--- src/rtl/multicycle_control_pkg.sv ---
// rtl/multicycle_control_pkg.sv - shared FSM states, opcodes and ALU operation codes
package multicycle_control_pkg;

    typedef enum logic [3:0] {
        S_FETCH  = 4'd0,
        S_DECODE = 4'd1,
        S_EXEC_R = 4'd2,
        S_ADDR   = 4'd3,
        S_MEM_RD = 4'd4,
        S_MEM_WR = 4'd5,
        S_WB_R   = 4'd6,
        S_WB_MEM = 4'd7,
        S_BRANCH = 4'd8
    } state_t;

    localparam logic [3:0] OP_AND = 4'b0000;
    localparam logic [3:0] OP_OR  = 4'b0001;
    localparam logic [3:0] OP_ADD = 4'b0010;
    localparam logic [3:0] OP_SUB = 4'b0110;
    localparam logic [3:0] OP_SLT = 4'b0111;
    localparam logic [3:0] OP_LW  = 4'b1000;
    localparam logic [3:0] OP_SW  = 4'b1010;
    localparam logic [3:0] OP_BNE = 4'b1110;

    localparam logic [2:0] ALU_AND = 3'b000;
    localparam logic [2:0] ALU_OR  = 3'b001;
    localparam logic [2:0] ALU_ADD = 3'b010;
    localparam logic [2:0] ALU_SUB = 3'b011;
    localparam logic [2:0] ALU_SLT = 3'b100;

    // Register-register arithmetic/logic opcodes share the EXEC_R/WB_R path.
    function automatic logic is_rtype(input logic [3:0] op);
        return (op == OP_AND) || (op == OP_OR) || (op == OP_ADD) ||
               (op == OP_SUB) || (op == OP_SLT);
    endfunction

endpackage

--- src/rtl/alu_op_decode.sv ---
// rtl/alu_op_decode.sv - maps a latched R-type opcode to its ALU operation code
module alu_op_decode
    import multicycle_control_pkg::*;
(
    input  logic [3:0] op_q,
    output logic [2:0] alu_op
);

    // Opcodes that never reach EXEC_R fall back to AND; the value is unused there.
    always_comb begin
        alu_op = ALU_AND;
        case (op_q)
            OP_AND:  alu_op = ALU_AND;
            OP_OR:   alu_op = ALU_OR;
            OP_ADD:  alu_op = ALU_ADD;
            OP_SUB:  alu_op = ALU_SUB;
            OP_SLT:  alu_op = ALU_SLT;
            default: alu_op = ALU_AND;
        endcase
    end

endmodule

--- src/rtl/multicycle_control.sv ---
// rtl/multicycle_control.sv - multicycle processor control FSM
module multicycle_control
    import multicycle_control_pkg::*;
(
    input  logic       clk,
    input  logic       rst,
    input  logic [3:0] opcode,
    input  logic       zero,
    input  logic       mem_ready,
    output logic       PC_write,
    output logic       IR_write,
    output logic       RegDst,
    output logic       RegWrite,
    output logic       ALU_src,
    output logic       MemWrite,
    output logic       MemRead,
    output logic       MemToReg,
    output logic       branch,
    output logic       PC_src,
    output logic [2:0] ALU_op,
    output logic       instr_done,
    output logic       illegal_op,
    output logic [3:0] state
);

    state_t     state_q, state_d;
    logic [3:0] op_q, op_d;
    logic [2:0] r_alu_op;

    alu_op_decode u_alu_op_decode (
        .op_q   (op_q),
        .alu_op (r_alu_op)
    );

    assign state = state_q;

    // State and latched opcode registers; reset returns to FETCH with a cleared opcode.
    always_ff @(posedge clk) begin
        if (rst) begin
            state_q <= S_FETCH;
            op_q    <= OP_AND;
        end else begin
            state_q <= state_d;
            op_q    <= op_d;
        end
    end

    // Next-state and control decode; reset forces every control output low.
    always_comb begin
        state_d    = state_q;
        op_d       = op_q;
        PC_write   = 1'b0;
        IR_write   = 1'b0;
        RegDst     = 1'b0;
        RegWrite   = 1'b0;
        ALU_src    = 1'b0;
        MemWrite   = 1'b0;
        MemRead    = 1'b0;
        MemToReg   = 1'b0;
        branch     = 1'b0;
        PC_src     = 1'b0;
        ALU_op     = ALU_AND;
        instr_done = 1'b0;
        illegal_op = 1'b0;

        case (state_q)
            S_FETCH: begin
                MemRead = 1'b1;
                ALU_op  = ALU_ADD;
                if (mem_ready) begin
                    IR_write = 1'b1;
                    PC_write = 1'b1;
                    state_d  = S_DECODE;
                end
            end
            S_DECODE: begin
                op_d = opcode;
                if (is_rtype(opcode)) begin
                    state_d = S_EXEC_R;
                end else if (opcode == OP_LW || opcode == OP_SW) begin
                    state_d = S_ADDR;
                end else if (opcode == OP_BNE) begin
                    state_d = S_BRANCH;
                end else begin
                    illegal_op = 1'b1;
                    state_d    = S_FETCH;
                end
            end
            S_EXEC_R: begin
                RegDst  = 1'b1;
                ALU_op  = r_alu_op;
                state_d = S_WB_R;
            end
            S_WB_R: begin
                RegWrite   = 1'b1;
                RegDst     = 1'b1;
                instr_done = 1'b1;
                state_d    = S_FETCH;
            end
            S_ADDR: begin
                ALU_src = 1'b1;
                ALU_op  = ALU_ADD;
                if (op_q == OP_LW) begin
                    state_d = S_MEM_RD;
                end else if (op_q == OP_SW) begin
                    state_d = S_MEM_WR;
                end else begin
                    state_d = S_FETCH;
                end
            end
            S_MEM_RD: begin
                MemRead = 1'b1;
                if (mem_ready) begin
                    state_d = S_WB_MEM;
                end
            end
            S_WB_MEM: begin
                RegWrite   = 1'b1;
                MemToReg   = 1'b1;
                instr_done = 1'b1;
                state_d    = S_FETCH;
            end
            S_MEM_WR: begin
                MemWrite = 1'b1;
                ALU_src  = 1'b1;
                if (mem_ready) begin
                    instr_done = 1'b1;
                    state_d    = S_FETCH;
                end
            end
            S_BRANCH: begin
                branch     = 1'b1;
                ALU_op     = ALU_SUB;
                instr_done = 1'b1;
                if (!zero) begin
                    PC_src   = 1'b1;
                    PC_write = 1'b1;
                end
                state_d = S_FETCH;
            end
            default: begin
                state_d = S_FETCH;
            end
        endcase

        if (rst) begin
            PC_write   = 1'b0;
            IR_write   = 1'b0;
            RegDst     = 1'b0;
            RegWrite   = 1'b0;
            ALU_src    = 1'b0;
            MemWrite   = 1'b0;
            MemRead    = 1'b0;
            MemToReg   = 1'b0;
            branch     = 1'b0;
            PC_src     = 1'b0;
            ALU_op     = ALU_AND;
            instr_done = 1'b0;
            illegal_op = 1'b0;
        end
    end

endmodule

--- config.mk ---
export PLATFORM = sky130hd
export DESIGN_NAME = multicycle_control
export DESIGN_NICKNAME = d
export VERILOG_FILES = /design/src/rtl/multicycle_control_pkg.sv /design/src/rtl/alu_op_decode.sv /design/src/rtl/multicycle_control.sv
export SDC_FILE = /design/constraint.sdc
export NUM_CORES = 1
export LEC_CHECK = 0
export CAP_MARGIN = 40
export CELL_PAD_IN_SITES_DETAIL_PLACEMENT = 1
export CELL_PAD_IN_SITES_GLOBAL_PLACEMENT = 1
export CORE_MARGIN = 3
export CORE_UTILIZATION = 28
export DETAILED_ROUTE_END_ITERATION = 6
export PLACE_DENSITY_LB_ADDON = 0.08
export SYNTH_ARGS = -nofsm -noshare
export SYNTH_HDL_FRONTEND = slang
export SYNTH_SLANG_ARGS = --single-unit
export TNS_END_PERCENT = 5
--- constraint.sdc ---
create_clock -name clk -period 2.8 [get_ports clk]
set_clock_uncertainty 0.2 [all_clocks]
set_input_delay 0.42 -clock clk [delete_from_list [all_inputs] [get_ports clk]]
set_output_delay 0.42 -clock clk [all_outputs]
set_load 0.02 [all_outputs]
# After elaboration in Yosys (flattened, before gate mapping)
# Cells that the tools add are included.
totals:
  elab_cells: 81
  output_inout_bits: 19
  reg_bits: 8
classes:
  eq_ne: 24
  muxes: 41
  n_reduce_logical: 14
op_table:
  columns: ["cell", "n"]
  rows:
  - ["$eq A4 B3 Y1 const B", 8]
  - ["$mux W1", 27]
  - ["$eq A4 B4 Y1 const B", 6]
  - ["$mux W4", 6]
  - ["$pmux W4 S6", 1]
  - ["$eq A4 B2 Y1 const B", 4]
  - ["$eq A4 B1 Y1 const B", 3]
  - ["$pmux W3 S4", 1]
  - ["$reduce_or A2 Y1", 5]
  - ["$mux W3", 3]
  - ["$pmux W3 S3", 1]
  - ["$logic_not A4 Y1", 2]
  - ["$ne A2 B2 Y1 const B", 3]
  - ["$logic_or A1 B1 Y1", 5]
  - ["$pmux W1 S2", 2]
  - ["$reduce_and A3 Y1", 1]
  - ["$reduce_or A3 Y1", 1]

# Depth between registers and ports, before layout
depth:
  word_depth: 8
  mapped_depth: 5
  ltp_nobuf: 3

# Modules after synthesis
# From an unflattened synthesis, not the netlist that was laid out.
unflattened:
  hier_cells: 81
  area_unflattened_um2: 686.9
by_module_without_submodules:
  columns: ["module", "seq_area_each_um2", "cells_per_inst", "area_per_inst_um2", "n_inst"]
  rows:
  - ["multicycle_control", 160.2, 76, 644.4, 1]
  - ["alu_op_decode", 0.0, 5, 42.5, 1]

# Worst setup path after synthesis
# No wires, ideal clock.
synth_timing:
  kind: "register -> output"
  startpoint: "reg state_q[0] (netlist: state[0])"
  endpoint: "out illegal_op"
  t_required_ps: 2180
  stages_incl_launch_ff: 5
  slack_ps: 448
  path_buffers: 2
  t_arrival_ps: 1732
  path_cell_list: "dfxtp_1 buf_4 or4b_4 buf_6 a211oi_1"
synth_between:
  elab_chain_len: 3
synth_rtl:
  columns: ["item", "line", "source"]
  rows:
  - ["start: declaration", "multicycle_control.sv:26", "state_t state_q, state_d;"]
  - ["start signal: assignment", "multicycle_control.sv:43", "state_q <= state_d;"]
  - ["$eq A4 B1 Y1", "multicycle_control.sv:66", "case (state_q)"]
  - ["$mux W1", "multicycle_control.sv:66", null]
  - ["$mux W1", "multicycle_control.sv:146", "if (rst) begin"]
  - ["end: declaration", "multicycle_control.sv:22", "output logic illegal_op,"]
# No other way between the ends.

# Final worst setup path
layout_timing:
  startpoint: "in rst"
  endpoint: "out MemWrite"
layout_between:
  elab_chain_len: 1
layout_rtl:
  columns: ["item", "line", "source"]
  rows:
  - ["start: declaration", "multicycle_control.sv:6", "input logic rst,"]
  - ["$mux W1", "multicycle_control.sv:146", null]
  - ["end: declaration", "multicycle_control.sv:15", "output logic MemWrite,"]
# No other way between the ends.

==> results.yml <==
logic_synthesis:
  synth_cell_types: 36
  synth_top_cell_area_share: 0.247
  syn_area_um2: 649
  syn_inst: 86
  ys_ff_latch: 8
  avgSynthCellArea_um2: 7.55
  yosysTopAreaCell: "dfxtp_1"
  async_flop_share: 0
  synth_area_leaders: "dfxtp_1 (25%), nor2_1 (6.4%), mux2i_1 (6.2%)"
  ys.flop_type: "dfxtp_1"
  synth_nets: 94
  synth-edff-count: 0
  synth_seq_area_share: 0.247
  ys_warn_count: 0
drt:
  wl_um: 2020
  via_count: 752
  routed_via_density: 5.26
  dr.first_iter.drc_count: 8
  drt_pass1_iterations: 4
  ant_nets: 0
  wl_per_cell_um: 14.1
  drc: 0
run_status:
  outcome: "completed"
layout:
  final_nets: 126
  area_growth_syn_to_layout_pct: 52.2
  mostFrequentLayoutCells: "clkdlybuf4s50_1 (21), nor2_1 (10), dfxtp_1 (8)"
  mostFrequentLayoutCell: "clkdlybuf4s50_1"
  final_util: 0.475
  num_antenna_cells: 0
  final_layout_size_suffix_gt1_frac: 0.147
critical_path:
  max_stage_delay_ns: 0.66
  cp.arrival_ns: 2.04
  critPathMaxFanout: 4
  crit_buf_inv: 2
  cpMaxStageDelayCell: "clkdlybuf4s50_1"
  crit_required_ns: 2.18
  crit_path_cell_trace: "clkdlybuf4s50_1 -> or2b_1 -> nor4_1 -> clkdlybuf4s50_1"
  cp-start-kind: "primary input"
  critPathCaptureType: "output port"
  criticalPathCategory: "primary input to output port"
  critical_path.top_delay_family: "buffers and inverters"
  critical_path.most_common_cell: "clkdlybuf4s50_1"
place:
  portBuffers: 26
  pre_cts_ws_ns: 0.0694
  place_hpwl_um: 1560
  gp_congestion: 0.835
clock_network:
  htreeDepth: 1
  cts_root_buffer: "clkbuf_4"
  cts_buffers: 3
  cts_tree: "done"
  clock_latency_ns: 0.25
  ctsHoldBuffers: 0
  cts_sinks: 8
  clk_pin_slew_ns: 0.05
  clk_path_buf_depth: 2
sta:
  min_period_over_period: 0.950
  worst_slew_pin_slew_ns: 0.372
  min_period_ns: 2.66
  rsz0062_at_grt: "false"
  maxSlewViolCount: 0
  fin_setup_tns_ns: 0
  hold_violations: 0
  fmax_mhz: 376
  relSlewSlack: 0.749
  layout_setup_ws_ns: 0.139
  finalSetupViolations: 0
pwr:
  total_power_uw: 374
  peakVddDrop_uv: 170
  p_per_area_nw_per_um2: 379
  p_leak_nw: 0.428
global_route:
  gr-total-overflow: 0
  grt_pass1_vias: 720
  grt_pass1_wl_um: 3370
  antenna_found_initial: 0
  grt_use_total: 0.162
  grt_max_degree: 13
floorplan:
  num_rows: 16
  start_util: 0.312
  die_h_um: 54.2
  design.core.area_um2: 2080
  fp.dieArea_um2: 2930
  die_width_um: 54.2
  top_level_ports: 27
flow_run:
  maxCapViolCount: 0
min_path:
  holdCritPathClass: "register to register"
==> synthesized netlist by cell type (2+ instances only) <==
cell type  instances
a21oi_1            4
nor2_1            11
dfxtp_1            8
mux2i_1            4
or4b_1             2
buf_6              2
or3b_2             2
nand2_1            7
nand2b_1           3
nor4_1             3
nor2b_1            3
inv_1              2
o21ai_0            4
a31oi_1            2
nor3_1             4
clkbuf_1           3
nor3b_1            2
a211oi_1           2
==> power breakdown <==
group | leakage [nW] | switching (mW) | internal (mW) | total, mW
registers | 0.0653 | 0.0132 | 0.124 | 0.137
logic | 0.349 | 0.0776 | 0.0731 | 0.151
clock network | 0.0138 | 0.0377 | 0.0490 | 0.0867
total | 0.428 | 0.128 | 0.246 | 0.374
==> layer usage <==
metal	track usage	up-vias	wire, µm
met4	0.0622	0	10
met3	0.0416	2	108
li1	-	377	-
met5	0	-	0
met2	0.245	21	924
met1	0.216	352	978
==> cell families after synthesis <==
kind of cell	share of synthesized area
flops	0.247
mux	0.0617
xor+xnor	0.0135
buf+inv	0.0751
compound gates	0.166
simple gates	0.437
==> per-stage QoR <==
stage,instances,hold WS [ns],cell area (µm²)
after global routing,143,0.422,988
after CTS,143,0.376,976
final,143,0.371,988
after floorplan,86,0.294,649
after global placement,140,0.356,955
after detailed placement,140,0.366,955
==> cell type report <==
| cell class | count | area (µm²) |
|---|---|---|
| Multi-Input combinational cell | 70 | 443 |
| Tap cell | 27 | 33.8 |
| Inverter | 2 | 7.51 |
| Fill cell | 276 | 1090 |
| Clock buffer | 3 | 22.5 |
| Sequential cell | 8 | 160 |
| Timing Repair Buffer | 33 | 322 |
==> worst register-to-register path, delay by kind of cell, from the launching register on <==
family           cells  cell delay [ns]
AND/OR/NAND/NOR      2             1.14
flip-flops           1             0.36
AO/OA/AOI/OAI        1             0.17
==> state kept, by name, summed over array words and instances, names as in the netlist <==
name   flops
op_q       4
state      4
==> path summary, 6_finish.rpt <==
| path | to | depth (start not counted) | slack (ns) | from |
|---|---|---|---|---|
| setup / recovery | MemWrite | 4 | 0.14 | rst |
| hold / removal | state[0] | 2 | 0.37 | op_q[3] |
| setup reg to reg | state[1] | 3 | 0.87 | state[1] |
| hold reg to reg | state[0] | 2 | 0.37 | op_q[3] |
==> repair_timing <==
item,4_1_cts,5_1_grt
buffers inserted,0,0
cloned,0,0
resized for setup,1,5
setup endpoints to repair,1,5
No activity file was read; power rests on OpenSTA's default activity.
